--- src/rtl/freq_counter_pkg.sv ---
// Shared types and limits for the frequency counter front-end.
package freq_counter_pkg;

    typedef enum logic [1:0] {
        IDLE,
        ARM,
        MEASURE
    } state_t;

    localparam int PERIOD_W = 32;

    localparam int SYNC_STAGES_MIN = 2;
    localparam int AVG_SHIFT_MIN   = 0;
    localparam int AVG_SHIFT_MAX   = 4;

endpackage

--- src/rtl/edge_sync.sv ---
// Synchroniser chain plus history flop; rise is high for one cycle per
// synchronised rising edge. rst_n is a synchronous active-high clear.
module edge_sync #(
    parameter int STAGES = 2
) (
    input  logic clk,
    input  logic rst_n,
    input  logic sig,
    output logic rise
);

    logic [STAGES-1:0] sync_q;
    logic              prev_q;

    always_ff @(posedge clk) begin
        if (rst_n) begin
            sync_q <= '0;
            prev_q <= 1'b0;
        end else begin
            sync_q <= {sync_q[STAGES-2:0], sig};
            prev_q <= sync_q[STAGES-1];
        end
    end

    assign rise = sync_q[STAGES-1] & ~prev_q;

endmodule

--- src/rtl/period_capture.sv ---
// Measures clk cycles between rising edges of signal_in, averages 2^AVG_SHIFT
// consecutive periods and strobes the result; a missing edge raises timeout.
module period_capture
    import freq_counter_pkg::*;
#(
    parameter int unsigned CLOCK_FREQ     = 50000000,
    parameter int          SYNC_STAGES    = 2,
    parameter int          AVG_SHIFT      = 2,
    parameter int unsigned TIMEOUT_CYCLES = CLOCK_FREQ
) (
    input  logic                clk,
    input  logic                rst_n,
    input  logic                enable,
    input  logic                signal_in,
    output logic [PERIOD_W-1:0] period_time,
    output logic                measurement_done,
    output logic                timeout,
    output logic                busy
);

    localparam int                  ACC_W   = PERIOD_W + AVG_SHIFT;
    localparam int                  N_W     = AVG_SHIFT + 1;
    localparam logic [N_W-1:0]      N_LAST  = N_W'((1 << AVG_SHIFT) - 1);
    localparam logic [PERIOD_W-1:0] CNT_MAX = PERIOD_W'(TIMEOUT_CYCLES);

    if (SYNC_STAGES < SYNC_STAGES_MIN || AVG_SHIFT < AVG_SHIFT_MIN ||
        AVG_SHIFT > AVG_SHIFT_MAX) begin : g_bad_param
        $error("period_capture: SYNC_STAGES or AVG_SHIFT out of range");
    end

    logic rise;

    edge_sync #(.STAGES(SYNC_STAGES)) u_edge_sync (
        .clk   (clk),
        .rst_n (rst_n),
        .sig   (signal_in),
        .rise  (rise)
    );

    state_t              state_q, state_d;
    logic [PERIOD_W-1:0] cnt_q, cnt_d;
    logic [ACC_W-1:0]    acc_q, acc_d, acc_sum;
    logic [N_W-1:0]      n_q, n_d;
    logic [PERIOD_W-1:0] period_q, period_d;
    logic                done_q, done_d;
    logic                to_q, to_d;

    always_ff @(posedge clk) begin
        if (rst_n) begin
            state_q  <= IDLE;
            cnt_q    <= '0;
            acc_q    <= '0;
            n_q      <= '0;
            period_q <= '0;
            done_q   <= 1'b0;
            to_q     <= 1'b0;
        end else begin
            state_q  <= state_d;
            cnt_q    <= cnt_d;
            acc_q    <= acc_d;
            n_q      <= n_d;
            period_q <= period_d;
            done_q   <= done_d;
            to_q     <= to_d;
        end
    end

    always_comb begin
        state_d  = state_q;
        cnt_d    = cnt_q;
        acc_d    = acc_q;
        n_d      = n_q;
        period_d = period_q;
        done_d   = 1'b0;
        to_d     = 1'b0;
        acc_sum  = acc_q + ACC_W'(cnt_q);

        // Disable wins over everything, including a final rise this cycle.
        if (!enable) begin
            state_d = IDLE;
            cnt_d   = '0;
            acc_d   = '0;
            n_d     = '0;
        end else begin
            case (state_q)
                IDLE: state_d = ARM;
                ARM: begin
                    if (rise) begin
                        state_d = MEASURE;
                        cnt_d   = PERIOD_W'(1);
                        acc_d   = '0;
                        n_d     = '0;
                    end
                end
                MEASURE: begin
                    if (rise) begin
                        // The edge closing one period also opens the next.
                        cnt_d = PERIOD_W'(1);
                        if (n_q == N_LAST) begin
                            period_d = PERIOD_W'(acc_sum >> AVG_SHIFT);
                            done_d   = 1'b1;
                            acc_d    = '0;
                            n_d      = '0;
                        end else begin
                            acc_d = acc_sum;
                            n_d   = n_q + 1'b1;
                        end
                    end else if (cnt_q == CNT_MAX) begin
                        state_d = ARM;
                        to_d    = 1'b1;
                        cnt_d   = '0;
                        acc_d   = '0;
                        n_d     = '0;
                    end else begin
                        cnt_d = cnt_q + 1'b1;
                    end
                end
                default: state_d = IDLE;
            endcase
        end
    end

    assign period_time      = period_q;
    assign measurement_done = done_q;
    assign timeout          = to_q;
    assign busy             = (state_q != IDLE);

endmodule
--- config.mk ---
export PLATFORM = sky130hd
export DESIGN_NAME = period_capture
export DESIGN_NICKNAME = d
export VERILOG_FILES = /design/src/rtl/freq_counter_pkg.sv /design/src/rtl/edge_sync.sv /design/src/rtl/period_capture.sv
export SDC_FILE = /design/constraint.sdc
export NUM_CORES = 1
export LEC_CHECK = 0
export ABC_CLOCK_PERIOD_IN_PS = 3700
export CAP_MARGIN = 20
export CORE_ASPECT_RATIO = 0.7
export CORE_MARGIN = 2
export CORE_UTILIZATION = 42
export DETAILED_ROUTE_END_ITERATION = 6
export PLACE_DENSITY = 0.62
export SYNTH_ARGS = -nofsm -noshare
export SYNTH_HDL_FRONTEND = slang
export SYNTH_SLANG_ARGS = --single-unit
--- constraint.sdc ---
create_clock -name clk -period 3.7 [get_ports clk]
set_input_delay 1.11 -clock clk [delete_from_list [all_inputs] [get_ports clk]]
set_output_delay 1.11 -clock clk [all_outputs]
set_load 0.02 [all_outputs]
After elaboration in Yosys (flattened, before gate mapping):

Cells that the tools add are included.

* reductions and logical operators: 10
* muxes and demuxes: 20
* add/sub/neg operators: 3
* equality and inequality tests: 8
* bitwise logic cells: 5

Operator list (count)
* 34-bit 2-to-1 mux: 4
* 32-bit 2-to-1 mux: 3
* 34-bit one-hot mux with 2 select lines: 1
* 32-bit one-hot mux with 2 select lines: 1
* 34-bit by 32-bit adder with 34-bit output: 1
* 32-bit by 1-bit adder with 32-bit output, second input constant: 1
* 32-bit by 26-bit equality test with 1-bit output, second input constant: 1
* 3-bit 2-to-1 mux: 4
* 4-bit OR reduction: 2
* 2-bit 2-to-1 mux: 3
* 2-bit != test, second input constant: 3
* 2-bit one-hot mux with 3 select lines: 1
* 3-bit one-hot mux with 2 select lines: 1
* 3-bit AND reduction: 2
* 1-bit inverter: 4
* 4-bit AND reduction: 1
* 2-bit nonzero test: 2
* 3-bit by 1-bit adder with 3-bit output, second input constant: 1
* 3-bit by 2-bit equality test with 1-bit output, second input constant: 1
* 3-bit != test, second input constant: 1
* 2-bit by 1-bit equality test with 1-bit output, second input constant: 1
* 2-bit equality test, second input constant: 1
* 2-bit zero test: 1
* 1-bit 2-to-1 mux: 2
* 3 further kinds: 3

* word-level logic and storage cells: 55
* output and inout bits: 35
* bits in registers: 108

Depth between registers and ports, before layout:

Gate-level depths: netlist of the first run.

* depth after elaboration: 4
* depth in mapped cells: 12
* mapped depth without buffers: 11

Modules after synthesis:

A second synthesis of the first run with hierarchy kept.

* cells, all modules: 768
* area total of the unflattened synthesis: 6203.4 um^2

By module, submodules not included
* period_capture: cells an instance 761, area each 6115.9 um^2, instances 1
* edge_sync: cells an instance 7, area each 87.6 um^2, instances 1

Worst setup path before layout of the first run:

Ideal clock, no wire load.

* path kind: register to register
* from: register cnt_q[0]
* to: register acc_q[26]
* clock period less this slack: 2801 ps
* slack: 899 ps
* stages on the path, launching flop included: 12
* buffers on the path: 0
* setup time: 117 ps
* data required time: 3583 ps
* data arrival time: 2684 ps
* cell sequence: dfxtp_1 ha_1 fa_1 a21oi_1 nor2_1 o211ai_1 o211ai_1 a211o_1 a311oi_2 o21ai_1 xor2_1 a22o_1

* word-level cells in the longest chain between the ends: 4
* elaborated cells between the ends (all ways): 7
* those cells by class: 1 x add/sub; 2 x eq/ne; 3 x mux; 1 x reduce/logical

Ends and longest elaborated chain
* from (decl): RTL line period_capture.sv:41 `logic [PERIOD_W-1:0] cnt_q, cnt_d;`
* from (signal assigned): RTL line period_capture.sv:59 `cnt_q <= cnt_d;`
* 34-bit by 32-bit adder with 34-bit output: RTL line period_capture.sv:76 `acc_sum = acc_q + ACC_W'(cnt_q);`
* 34-bit 2-to-1 mux: RTL line period_capture.sv:99 `if (n_q == N_LAST) begin`
* 34-bit 2-to-1 mux: RTL line period_capture.sv:96 `if (rise) begin`
* 34-bit one-hot mux with 2 select lines: RTL line period_capture.sv:85 `case (state_q)`
* to (signal assigned): RTL line period_capture.sv:52 `acc_q <= '0;`
* to (signal assigned): RTL line period_capture.sv:60 `acc_q <= acc_d;`
* to (decl): RTL line period_capture.sv:42 `logic [ACC_W-1:0] acc_q, acc_d, acc_sum;`

Several ways; a longest one is shown, not always the timed one.
A chain may end at the register's enable or synchronous reset.

Worst setup path in the final report of the first run:

* from: register cnt_q[0]
* to: register period_q[24] (netlist: period_time[24])

* word-level cells in the longest chain between the ends: 1

Ends and longest elaborated chain
* 34-bit by 32-bit adder with 34-bit output: RTL line period_capture.sv:76
* to (signal assigned): RTL line period_capture.sv:62 `period_q <= period_d;`
* to (decl): RTL line period_capture.sv:44 `logic [PERIOD_W-1:0] period_q, period_d;`

No other way between the ends.

==> results by stage, run 1 <==
Status:
- The flow ran to the end, and the final reports show no timing, DRC or antenna violations.

Final layout:
- The proportion of layout cells with a drive suffix above 1 is 0.0637.
- The filler cell count in the final layout is 1340.
- The final net count is about 800.
- The layout overhead on the synthesized area is 14.8%.
- The repair_antennas step left the layout with diodes totalling 0.
- The post-route cell area is approximately 0.0069 mm².
- The library cell used most frequently in the layout, excluding fill and tap cells, is sky130_fd_sc_hd__dfxtp_1.
- Measured on the finished design, the core utilization comes to 0.493.
- The library cells used most frequently in the layout, excluding fill and tap cells, are 108 x sky130_fd_sc_hd__dfxtp_1, 88 x sky130_fd_sc_hd__nor2_1, 79 x sky130_fd_sc_hd__nand2_1.
- Excluding fillers, the count of instances in the completed layout stands at ~960.

Power:
- In this run the static leakage power is 2.69 nW.
- The maximum vdd drop is 0.000202 V.
- The completed layout was analyzed and its total power is ~2.2 mW.
- Power spread over the standard cell area amounts to 316 mW/mm².

Global route:
- The total overflow left after global routing is 0.
- For this run, global-route usage on met3 was measured as 0.0520.
- For this run, the total global-route usage over all layers was measured as 0.223.
- Entering global routing, the biggest net connects 39 pins.
- In the global route stage, met1 resource usage came out at 0.337.
- The number of antenna violations at the first check in global routing came to 0.
- met1 is the most crowded layer.
- The number of global-route vias before repair is 5234.
- The met2 usage in global routing is 0.316.
- The first global-routing pass estimated around 27 mm of wire.

Synthesis:
- The gate count after technology mapping is between 700 and 800.
- A synthesized cell averages roughly 8.1 µm².
- Yosys printed 0 warnings.
- Of the total synthesized cell area, the portion taken by XOR and XNOR cells is 0.0396.
- After synthesis, the share of flip-flops with an asynchronous set or reset is 0.
- For this run, the register share of the synthesized area comes to 0.362.
- The number of distinct standard cells referenced by the synthesized netlist is 59.
- The mapped cell area is roughly 0.006 mm².
- The number of nets in the synthesized netlist is between 700 and 800.
- Of the post-synthesis cell area, the part taken by muxes is 0.00503.
- The primary flip-flop cell chosen by synthesis mapping is sky130_fd_sc_hd__dfxtp_1.
- The synthesized design contains between 100 and 150 register bits.
- Of the total synthesized cell area, the portion taken by full adders, half adders and majority gates is 0.0766.
- The number of synthesized flops with an enable pin is 0.
- The area fraction in compound gates after synthesis is 0.249.
- The main combinational cell family by area after synthesis is compound AO/OA/AOI/OAI gates.
- The simple-gate portion of the synthesized area is 0.236.

Drt:
- The number of vias per cell after detailed routing is ~5.8.
- Summed over all layers, the routed wires come to 16.9 mm.
- The routed layout has about 5600 vias.
- In this run, the number of DRC markers left after iteration 0 of detailed routing was approximately 440.
- For this run, design rule violations remaining after detail routing come to 0.
- The iteration count of the initial detailed-routing pass is 5.
- The average wire per cell in the routed design is 17.7 µm.
- In this run the remaining antenna-violating nets after routing total 0.

Worst setup path:
- At the worst endpoint, the arrival time is 3490 ps.
- Together, buffers and inverters on the worst path number 0.
- The worst register-to-register path has a depth of 11.
- The worst reg2reg path endpoint is period_time[24]$_SDFFE_PP0P_.
- Among all stages on the critical path, the largest delay is contributed by sky130_fd_sc_hd__fa_1.
- STA puts the critical path data required time at 4010 ps.
- The worst setup path is of the reg -> reg kind.
- The startpoint identified for the worst register-to-register timing path is cnt_q[0]$_SDFFE_PP0P_.
- The cell family with the largest share of critical-path delay is compound AO/OA/AOI/OAI gates.
- In this design, the stage delay of the slowest critical-path cell is 410 ps.
- The kind of start point of the critical path is a register.
- Traced cell by cell, the critical path runs through ha_1, fa_1, a21oi_1, nor2_1, o211ai_1, o211ai_1, a211o_1, a311oi_2, o21ai_1, nor4b_1, a211o_1.
- STA classifies the critical path endpoint as a register.
- Across all register-to-register paths, the minimum setup slack is 520 ps.
- The peak fanout along the critical path is 7.

Placed design:
- The post-place setup slack is about 580 ps.
- Routability-driven placement finished with a final weighted congestion of a little over 0.9.
- Detailed placement finished with a half-perimeter wire length of 12.5 mm.
- The number of instances in the placed design is between 900 and 1000.
- The count of buffers added on input and output ports is 38.
- The placed cell area is about 0.0066 mm².

Timing:
- The count of endpoints failing setup in the final report is 0.
- Setup total negative slack on the finished layout was measured at 0 ps.
- The minimum hold slack is ~450 ps.
- The clock period minus final worst setup slack is around 3200 ps.
- The minimum setup slack in the final design is around 520 ps.
- Clock skew on the completed layout was measured at about 9.4 ps.
- The final number of hold-violating endpoints came to 0.
- The maximum achievable frequency is around 310 MHz.
- Dividing the final minimum period by the clock period gives 0.860.
- The relative max-transition margin is 0.486.
- At the pin with the least slew margin, the transition time is around 760 ps.
- The number of slew-limit violations in the final report came to 0.
- Setup repair after global routing left no endpoint under its margin.

Worst hold path:
- The startpoint of the tightest hold check path is u_edge_sync.sync_q[0]$_SDFF_PP0_.
- The kind of path behind the tightest hold check is reg -> reg.
- For hold timing, the worst endpoint is u_edge_sync.sync_q[1]$_SDFF_PP0_.
- The number of cells traversed by the worst hold path is 1.

Clock network:
- The clock insertion delay at the later pin of the skew report is 370 ps.
- The clock tree from TritonCTS is done.
- Post-CTS repair changed the size of 0 cells.
- After clock tree synthesis, the clock-pin slew on the worst setup and hold paths is roughly 80 ps.
- For this design, the sink count on the clock tree is about 110.
- The clock tree synthesis step divided the H-tree into 3 levels.
- The clock buffer count from CTS is 9.
- The cell at the root of the clock tree is sky130_fd_sc_hd__clkbuf_16.
- In this run the post-CTS setup repair buffer count came out at 0.
- The number of buffers inserted by hold repair at cts is 0.
- The number of buffers between clock root and the deepest sink is 2.

Floorplan:
- In this run the standard cell core region covers around 0.014 mm².
- The die width is 147 µm.
- Pin placement for this block handled 39 I/O pins.
- The area of the die is about 0.015 mm².
- The die boundary height is a little over 100 µm.
- The number of placement rows is 36.
- The initial core utilization is 0.429.

Job:
- The number of maximum-capacitance constraint violations is 0.
## cells in the mapped netlist (all sizes together) (2+ instances only)
master	number	area share
o21bai	4	0.0050
mux2i	3	0.0050
a32o	3	0.0050
and3	18	0.019
a311oi	16	0.024
nand2	79	0.050
a31oi	8	0.0084
or2	6	0.0063
nand4	15	0.016
nand2b	4	0.0042
and2	3	0.0031
o31ai	3	0.0038
o21a	6	0.0075
o21ai	37	0.032
xor2	14	0.021
nor3	13	0.011
a211oi	2	0.0034
clkbuf	37	0.023
ha	35	0.073
a21oi	73	0.061
o211a	2	0.0034
inv	12	0.0075
a22oi	21	0.026
a22o	12	0.018
or3	7	0.0073
a41oi	2	0.0061
a211o	2	0.0029
xnor2	13	0.019
nand4b	2	0.0029
nor4b	3	0.0044
o211ai	7	0.011
nor2b	14	0.015
nor2	88	0.055
dfxtp	108	0.36
nand3	22	0.018
a21o	17	0.021
nor3b	6	0.0075
nor4	7	0.0098
## sequential cells by signal, indices dropped and copies added (netlist names)
signal and count:
acc_q 34, cnt_q 32, measurement_done 1, n_q 3, period_time 32, state_q 2, timeout 1, u_edge_sync.prev_q 1
u_edge_sync.sync_q 2
## layer usage
metal / vias up / routed length (µm)
li1: 2734 / -
met1: 2693 / 8830
met2: 154 / 6860
met3: 20 / 1070
met4: 0 / 186
met5: - / 0
## final cells by class
class / count / area [µm²] / area share
clock buffer: 10 / 229 / 0.0334
clock inverter: 6 / 53.8 / 0.00784
tap: 190 / 238 / 0.0347
timing repair buffer: 54 / 500 / 0.0730
inverter: 12 / 45.0 / 0.00657
multi-input combinational: 579 / 3630 / 0.529
sequential: 108 / 2160 / 0.315
## worst max path at each step
stage / start / endpoint / slack, ps / cells after the start
after global placement: cnt_q[0]$_SDFFE_PP0P_ / acc_q[26]$_SDFFE_PP0P_ / 640 / 11
after global routing: cnt_q[0]$_SDFFE_PP0P_ / period_time[24]$_SDFFE_PP0P_ / 380 / 11
after floorplan: cnt_q[0]$_SDFFE_PP0P_ / acc_q[26]$_SDFFE_PP0P_ / 900 / 11
final: cnt_q[0]$_SDFFE_PP0P_ / period_time[24]$_SDFFE_PP0P_ / 520 / 11
after CTS: cnt_q[0]$_SDFFE_PP0P_ / period_time[24]$_SDFFE_PP0P_ / 560 / 11
after detailed placement: cnt_q[0]$_SDFFE_PP0P_ / acc_q[26]$_SDFFE_PP0P_ / 580 / 11
## logic make-up (layout without fill, tap and decap cells)
| group | count (synthesis) | after routing |
|---|---|---|
| AO/OA/AOI/OAI | 221 | 221 |
| AND/OR/NAND/NOR | 292 | 292 |
| buffers and inverters | 50 | 82 |
| XOR/XNOR | 27 | 27 |
| multiplexers | 3 | 3 |
| flip-flops | 108 | 108 |
| adder cells (fa/ha/maj) | 36 | 36 |
## power by group
part / total (mW) / switching [mW] / internal (mW)
Combinational: 0.0482 / 0.0345 / 0.0138
Clock: 0.957 / 0.486 / 0.471
Sequential: 1.16 / 0.00168 / 1.16
Total: 2.17 / 0.522 / 1.65
Power figures use the tool's default switching activity.
==> run 2, diff against run 1 <==
--- a/config.mk
+++ b/config.mk
@@ -8,9 +8,9 @@
 export ABC_CLOCK_PERIOD_IN_PS = 3700
 export CAP_MARGIN = 20
 export CORE_ASPECT_RATIO = 0.7
-export CORE_MARGIN = 2
 export CORE_UTILIZATION = 42
 export DETAILED_ROUTE_END_ITERATION = 6
+export GPL_TIMING_DRIVEN = 0
 export PLACE_DENSITY = 0.62
 export SYNTH_ARGS = -nofsm -noshare
 export SYNTH_HDL_FRONTEND = slang
==> run 2 against run 1 <==
  * Combinational power is 1% lower
  * Fmax is 2.6% lower
  * Sequential power hardly changed
  * Register-to-register slack worse by 80 ps
  * Worst setup slack worse by 85 ps
  * Critical path type unchanged
  * Critical endpoint is now acc_q[26]$_SDFFE_PP0P_
==> results by stage, run 2 (synthesis results as in run 1) <==
Global route:
- The global-route wire length before repair is 27.4 mm (was 27.0 mm).
- The final global-route overflow total is 0 (unchanged).
- The total global-route track usage is 0.246 (was 0.223).
- The number of antenna violations at the first check in global routing came to 0 (unchanged).
- The number of global-route vias before repair is 5197 (was 5234).
- The largest net degree at the start of global routing is 19 (was 39).

Floorplan:
- The number of placement rows is 36 (unchanged).
- The area of the placeable core was 0.0139 mm² (unchanged).
- The initial core utilization is 0.429 (unchanged).
- The area of the die is 0.0147 mm² (was 0.0152 mm²).
- The die boundary height is 102 µm (was 104 µm).
- The die width is 145 µm (was 147 µm).
- The I/O pin count is 39 (unchanged).

Final layout:
- The most flop-heavy register is acc_q (unchanged).
- The most common library cell in the layout ignoring fill and taps is sky130_fd_sc_hd__dfxtp_1 (unchanged).
- The layout overhead on the synthesized area came to 15.4% (was 14.8%).
- The proportion of layout cells with a drive suffix above 1 is 0.0442 (was 0.0637).
- Commonest non-fill, non-tap cells in the layout: 108 x sky130_fd_sc_hd__dfxtp_1, 88 x sky130_fd_sc_hd__nor2_1, 79 x sky130_fd_sc_hd__nand2_1 (unchanged).
- The number of inserted diodes is 0 (unchanged).
- The post-route non-filler standard cell count is 982 (was 959).
- The final net count is 827 (was 804).
- The flip-flop count of the largest register, all copies and words added is 34 (unchanged).

Drt:
- The average wire per cell in the routed design is 17.5 µm (was 17.7 µm).
- The DRC violation count after routing is 0 (unchanged).
- The number of violations reported at the end of detailed-routing iteration 0 is 465 (was 442).
- The overall routed net length was 17.2 mm (was 16.9 mm).
- The iteration count of the initial detailed-routing pass is 5 (unchanged).
- The number of vias after detailed routing came to 5683 (was 5601).
- The number of vias per cell after detailed routing came to 5.79 (was 5.84).
- The final antenna-violating net count came to 0 (unchanged).

Power:
- The switching share of power was 0.233 (was 0.241).
- The maximum vdd drop was 0.000190 V (was 0.000202 V).
- The power share of the clock group is 0.445 (was 0.441).
- The combinational cell fraction of total power is 0.022 (about the same).
- The switching power is 0.508 mW (was 0.522 mW).
- The total internal power came to 1.68 mW (was 1.65 mW).
- The leakage power is 2.68 nW (was 2.69 nW).
- The overall power of the completed layout was 2.19 mW (was 2.17 mW).
- The total power density per cell area is 317 mW/mm² (was 316 mW/mm²).
- The sequential fraction of design power is 0.533 (was 0.537).

Worst setup path:
- The master of the slowest instance on the critical path was sky130_fd_sc_hd__fa_1 (unchanged).
- The data required time at the worst endpoint was 3960 ps (was 4010 ps).
- The cell with the most instances on the worst path is sky130_fd_sc_hd__o211ai_1.
- The sum of buffers and inverters on the critical path came to 0 (unchanged).
- The critical path capture point type was a register (unchanged).
- The cell family with the largest share of critical-path delay is compound AO/OA/AOI/OAI gates (unchanged).
- The peak fanout along the critical path was 7 (unchanged).
- The first element of the critical path is cnt_q[0]$_SDFFE_PP0P_ (unchanged).
- The path type of the worst setup path is reg -> reg (unchanged).
- The data arrival time of the critical path is 3530 ps (was 3490 ps).
- The reg-to-reg startpoint was cnt_q[0]$_SDFFE_PP0P_ (unchanged).
- Critical Path, Cell by Cell: ha_1, fa_1, a21oi_1, nor2_1, o211ai_1, o211ai_1, a211o_1, a311oi_2, o21ai_1, xor2_1, a22o_1 (was ha_1, fa_1, a21oi_1, nor2_1, o211ai_1, o211ai_1, a211o_1, a311oi_2, o21ai_1, nor4b_1, a211o_1).
- The kind of start point of the critical path is a register (unchanged).
- The peak per-stage delay on the critical path is 410 ps (about the same).

Timing:
- The share of the clock period used by the worst path after layout is 0.883 (was 0.860).
- RSZ-0062 raised after global routing: false (unchanged).
- The clock period minus final worst setup slack came to 3270 ps (was 3180 ps).
- The count of endpoints failing setup in the final report is 0 (unchanged).
- The measured slew at the worst slew-check pin was 914 ps (was 765 ps).
- The minimum hold slack is 456 ps (was 454 ps).
- The number of slew-limit violations in the final report was 0 (unchanged).
- The final number of hold-violating endpoints came to 0 (unchanged).
- The final worst clock skew is 10.7 ps (was 9.38 ps).
- The maximum achievable frequency is 306 MHz (was 314 MHz).
- The relative max-transition margin is 0.391 (was 0.486).

Clock network:
- The number of H-tree levels is 3 (unchanged).
- The post-cts repair resize count is 0 (unchanged).
- The clock insertion delay at the later pin of the skew report is 360 ps (was 370 ps).
- The clock buffer count from CTS came to 9 (unchanged).
- The cell at the root of the clock tree is sky130_fd_sc_hd__clkbuf_16 (unchanged).
- The clock transition time at the flip-flop clock pins of the worst setup and hold paths came to 80 ps (about the same).
- The buffers inserted during post-CTS setup optimization is 0 (unchanged).
- The number of buffers between clock root and the deepest sink is 2 (unchanged).
- The clock tree from TritonCTS is done (unchanged).
- The number of buffers inserted by hold repair at cts is 0 (unchanged).
- The clock sink count is 108 (unchanged).

Placed design:
- The total of buffers placed on input and output ports is 38 (unchanged).
- The routability congestion estimate from global placement is 0.945 (was 0.923).
- The number of instances in the placed design is 966 (was 943).
- The HPWL after detailed placement is 13.0 mm (was 12.5 mm).

Status:
- Outcome: finished, final reports clean (unchanged).

Worst hold path:
- The startpoint of the tightest hold check path is period_time[23]$_SDFFE_PP0P_ (was u_edge_sync.sync_q[0]$_SDFF_PP0_).
- The kind of path behind the tightest hold check was reg -> reg (unchanged).

Job:
- The number of maximum-capacitance constraint violations is 0 (unchanged).
==> run 2: changes by cell type in the layout (fill, tap and decap cells not counted), sizes merged <==
cell / delta
buf: -14
clkbuf: +38
clkinv: +2
inv: -2
clkinvlp: -1
==> run 2: layout make-up <==
| cell class | instances | area, µm² |
|---|---|---|
| clock inverter | 5 | 43.8 |
| inverter | 12 | 45.0 |
| fill | 1356 | 7020 |
| tap | 190 | 238 |
| sequential | 108 | 2160 |
| multi-input combinational | 579 | 3620 |
| buffer | 38 | 145 |
| timing repair buffer | 39 | 385 |
| clock buffer | 11 | 253 |
==> run 2: final timing paths <==
kind | end | slack, ps | cells after the start
setup reg to reg | acc_q[26]$_SDFFE_PP0P_ | 430 | 11
setup / recovery | acc_q[26]$_SDFFE_PP0P_ | 430 | 11
hold reg to reg | period_time[23]$_SDFFE_PP0P_ | 460 | 2
hold / removal | period_time[23]$_SDFFE_PP0P_ | 460 | 2
==> run 2: worst register-to-register path, cell delays in order, from the launching register on <==
cell and delay, ps:
sky130_fd_sc_hd__dfxtp_1 380, sky130_fd_sc_hd__ha_1 250, sky130_fd_sc_hd__fa_1 410, sky130_fd_sc_hd__a21oi_1 210, sky130_fd_sc_hd__nor2_1 80, sky130_fd_sc_hd__o211ai_1 390, sky130_fd_sc_hd__o211ai_1 190, sky130_fd_sc_hd__a211o_1 340
sky130_fd_sc_hd__a311oi_2 370, sky130_fd_sc_hd__o21ai_1 190, sky130_fd_sc_hd__xor2_1 170, sky130_fd_sc_hd__a22o_1 200
==> run 2: power by group through the flow <==
stage | clock, mW | sequential (mW) | combinational (mW)
6_report | 0.974 | 1.16 | 0.0476
5_1_grt | 1.04 | 1.17 | 0.0521
4_1_cts | 0.992 | 1.16 | 0.0478
3_5_place_dp | 0 | 1.19 | 0.0476
3_3_place_gp | 0 | 1.19 | 0.0460
2_1_floorplan | 0 | 1.19 | 0.0271
==> run 2: through the flow <==
step | cell area (µm²) | utilization | setup TNS, ps | worst slack, ps
6_report | 6900 | 0.495 | 0 | 432
5_1_grt | 6900 | 0.495 | 0 | 150
4_1_cts | 6900 | 0.495 | 0 | 455
3_5_place_dp | 6600 | 0.474 | 0 | 254
3_3_place_gp | 6590 | 0.474 | -1130 | -116
2_1_floorplan | 5980 | - | 0 | 899
==> run 2: layer usage <==
| layer | up-vias | track usage | part of all wire |
|---|---|---|---|
| li1 | 2786 | - | - |
| met1 | 2692 | 0.370 | 0.50 |
| met2 | 182 | 0.353 | 0.41 |
| met3 | 23 | 0.0416 | 0.069 |
| met4 | 0 | 0.0785 | 0.018 |
| met5 | - | 0 | 0 |
==> run 3, diff against run 2 <==
--- a/config.mk
+++ b/config.mk
@@ -12,6 +12,7 @@
 export DETAILED_ROUTE_END_ITERATION = 6
 export GPL_TIMING_DRIVEN = 0
 export PLACE_DENSITY = 0.62
+export SLEW_MARGIN = 40
 export SYNTH_ARGS = -nofsm -noshare
 export SYNTH_HDL_FRONTEND = slang
 export SYNTH_SLANG_ARGS = --single-unit
==> run 3 against run 2 <==
  * Non-clock buffer count down 1
  * Worst setup slack worse by 23 ps
  * Total power down 1.3%
  * Register-to-register slack worse by 20 ps
  * Fmax down 0.69%
  * Sequential cell count unchanged
  * Clock skew down 1.4 ps
  * Critical path depth unchanged
  * Die area unchanged
==> results by stage, run 3 (synthesis results as in run 1) <==
Status:
- Outcome: finished, final reports clean (unchanged).

Clock network:
- The clock buffer count from CTS was 9 (unchanged).
- The clock insertion delay at the later pin of the skew report is 360 ps (about the same).
- The clock transition time at the flip-flop clock pins of the worst setup and hold paths was 80 ps (about the same).
- The clock sink count is 108 (unchanged).
- The number of buffers between clock root and the deepest sink was 2 (unchanged).
- The post-cts repair resize count is 0 (unchanged).
- The clock tree from TritonCTS is done (unchanged).
- The number of H-tree levels is 3 (unchanged).
- The buffers inserted during post-CTS setup optimization is 0 (unchanged).
- The cell at the root of the clock tree was sky130_fd_sc_hd__clkbuf_16 (unchanged).
- The number of buffers inserted by hold repair at cts was 0 (unchanged).

Power:
- The maximum vdd drop is 0.000193 V (was 0.000190 V).
- The combinational cell fraction of total power is 0.022 (about the same).
- The switching share of power is 0.233 (about the same).
- The total power density per cell area came to 313 mW/mm² (was 317 mW/mm²).
- The total internal power is 1.66 mW (was 1.68 mW).
- The switching power came to 0.502 mW (was 0.508 mW).
- The sequential fraction of design power is 0.540 (was 0.533).
- The overall power of the completed layout is 2.16 mW (was 2.19 mW).
- The leakage power was 2.67 nW (was 2.68 nW).
- The power share of the clock group was 0.438 (was 0.445).

Final layout:
- The post-layout utilization of the core came to 0.495 (about the same).
- The proportion of layout cells with a drive suffix above 1 came to 0.0455 (was 0.0442).
- The most flop-heavy register is acc_q (unchanged).
- Commonest non-fill, non-tap cells in the layout: 108 x sky130_fd_sc_hd__dfxtp_1, 88 x sky130_fd_sc_hd__nor2_1, 79 x sky130_fd_sc_hd__nand2_1 (unchanged).
- The layout overhead on the synthesized area is 15.3% (was 15.4%).
- The flip-flop count of the largest register, all copies and words added is 34 (unchanged).
- The number of inserted diodes is 0 (unchanged).
- The most common library cell in the layout ignoring fill and taps is sky130_fd_sc_hd__dfxtp_1 (unchanged).
- The final net count is 826 (was 827).

Job:
- The number of maximum-capacitance constraint violations is 0 (unchanged).

Worst setup path:
- The master of the slowest instance on the critical path was sky130_fd_sc_hd__fa_1 (unchanged).
- The count of cells along the worst register-to-register path was 11 (unchanged).
- The reg-to-reg startpoint is cnt_q[0]$_SDFFE_PP0P_ (unchanged).
- The worst reg2reg path endpoint is acc_q[26]$_SDFFE_PP0P_ (unchanged).
- The path type of the worst setup path is reg -> reg (unchanged).
- The kind of start point of the critical path was a register (unchanged).
- The cell with the most instances on the worst path is sky130_fd_sc_hd__o211ai_1 (unchanged).
- The peak per-stage delay on the critical path is 410 ps (about the same).
- The critical path capture point type is a register (unchanged).
- The data required time at the worst endpoint is 3960 ps (about the same).
- The data arrival time of the critical path is 3550 ps (was 3530 ps).
- Critical Path, Cell by Cell: ha_1, fa_1, a21oi_1, nor2_1, o211ai_1, o211ai_1, a211o_1, a311oi_2, o21ai_1, xor2_1, a22o_1 (unchanged).
- The setup slack on the worst flop-to-flop path is 410 ps (was 430 ps).
- The peak fanout along the critical path is 7 (unchanged).
- The cell family with the largest share of critical-path delay is compound AO/OA/AOI/OAI gates (unchanged).
- The sum of buffers and inverters on the critical path is 0 (unchanged).

Drt:
- The number of vias after detailed routing is 5676 (was 5683).
- The average wire per cell in the routed design is 17.6 µm (was 17.5 µm).
- The number of violations reported at the end of detailed-routing iteration 0 is 444 (was 465).
- The overall routed net length is 17.3 mm (was 17.2 mm).
- The DRC violation count after routing is 0 (unchanged).
- The number of vias per cell after detailed routing was 5.79 (about the same).
- The iteration count of the initial detailed-routing pass was 4 (was 5).
- The final antenna-violating net count is 0 (unchanged).

Placed design:
- The routability congestion estimate from global placement was 0.945 (unchanged).
- The HPWL after detailed placement is 13.1 mm (was 13.0 mm).
- The total of buffers placed on input and output ports is 38 (unchanged).

Timing:
- The relative max-transition margin was 0.482 (was 0.391).
- The share of the clock period used by the worst path after layout is 0.889 (was 0.883).
- RSZ-0062 raised after global routing: false (unchanged).
- The setup TNS is 0 ps (unchanged).
- The maximum achievable frequency is 304 MHz (was 306 MHz).
- The clock period minus final worst setup slack is 3290 ps (was 3270 ps).
- The count of endpoints failing setup in the final report came to 0 (unchanged).
- The number of slew-limit violations in the final report came to 0 (unchanged).
- The final worst clock skew is 9.25 ps (was 10.7 ps).
- The measured slew at the worst slew-check pin is 773 ps (was 914 ps).
- The final number of hold-violating endpoints is 0 (unchanged).
- The minimum hold slack is 456 ps (about the same).

Floorplan:
- The number of placement rows is 36 (unchanged).
- The die boundary height is 102 µm (unchanged).
- The initial core utilization is 0.429 (unchanged).
- The die width is 145 µm (unchanged).
- The I/O pin count is 39 (unchanged).
- The area of the placeable core is 0.0139 mm² (unchanged).
- The area of the die is 0.0147 mm² (unchanged).

Worst hold path:
- The startpoint of the tightest hold check path is u_edge_sync.sync_q[0]$_SDFF_PP0_ (was period_time[23]$_SDFFE_PP0P_).
- The endpoint with the worst hold slack is u_edge_sync.sync_q[1]$_SDFF_PP0_ (was period_time[23]$_SDFFE_PP0P_).
- The number of cells traversed by the worst hold path came to 1 (was 2).
- The kind of path behind the tightest hold check is reg -> reg (unchanged).

Global route:
- The largest net degree at the start of global routing is 19 (unchanged).
- The global-route wire length before repair is 27.3 mm (was 27.4 mm).
- The final global-route overflow total is 0 (unchanged).
- The total global-route track usage is 0.245 (was 0.246).
- The number of global-route vias before repair is 5236 (was 5197).
- The number of antenna violations at the first check in global routing came to 0 (unchanged).
[run 3: changes by cell type in the layout (fill, tap and decap cells not counted), sizes merged]
cell / previous run / this run
inv: 14 / 13
clkinv: 3 / 5
buf: 2 / 1
clkbuf: 48 / 47
[run 3: metal layers]
metal | global-route usage | up-vias | share of wire
met4 | 0.0680 | 0 | 0.011
li1 | - | 2792 | -
met2 | 0.347 | 194 | 0.41
met1 | 0.369 | 2674 | 0.51
met5 | 0 | - | 0
met3 | 0.0506 | 16 | 0.072
[run 3: per-stage QoR]
stage / cell area [µm²] / cells / worst slack [ps]
3_3_place_gp: 6590 / 965 / -116
2_1_floorplan: 5980 / 737 / 899
6_report: 6890 / 981 / 409
4_1_cts: 6890 / 981 / 460
3_5_place_dp: 6600 / 965 / 237
5_1_grt: 6890 / 981 / 152
[run 3: worst reg2reg max path, delay by kind of cell, from the launching register on]
family                   cells  cell delay [ps]
AO/OA/AOI/OAI                7             1880
adder cells (fa/ha/maj)      2              660
flip-flops                   1              380
XOR/XNOR                     1              170
AND/OR/NAND/NOR              1              100
[run 3: how the worst max path moves through the flow]
stage | from | end | slack [ps] | cells past startpoint
6_report | cnt_q[0]$_SDFFE_PP0P_ | acc_q[26]$_SDFFE_PP0P_ | 410 | 11
5_1_grt | cnt_q[0]$_SDFFE_PP0P_ | period_time[24]$_SDFFE_PP0P_ | 150 | 11
3_5_place_dp | rst_n | acc_q[31]$_SDFFE_PP0P_ | 240 | 6
4_1_cts | cnt_q[0]$_SDFFE_PP0P_ | acc_q[26]$_SDFFE_PP0P_ | 460 | 11
2_1_floorplan | cnt_q[0]$_SDFFE_PP0P_ | acc_q[26]$_SDFFE_PP0P_ | 900 | 11
3_3_place_gp | rst_n | acc_q[31]$_SDFFE_PP0P_ | -120 | 6
[run 3: area by class of cell]
| type | count | area, µm² |
|---|---|---|
| plain buffers | 38 | 145 |
| repair buffers | 38 | 380 |
| multi-input cells | 579 | 3630 |
| well taps | 190 | 238 |
| fillers | 1350 | 7030 |
| flip-flops and latches | 108 | 2160 |
| clock inverters | 6 | 48.8 |
| inverters | 12 | 45.0 |
| clock buffers | 10 | 239 |
[run 3: power groups by stage]
stage               Clock (mW)  Combinational [mW]  Sequential (mW)
detailed placement           0              0.0477             1.19
finish                   0.945              0.0485             1.16
global placement             0              0.0460             1.19
CTS                      0.974              0.0480             1.16
global route              1.02              0.0522             1.17
floorplan                    0              0.0271             1.19
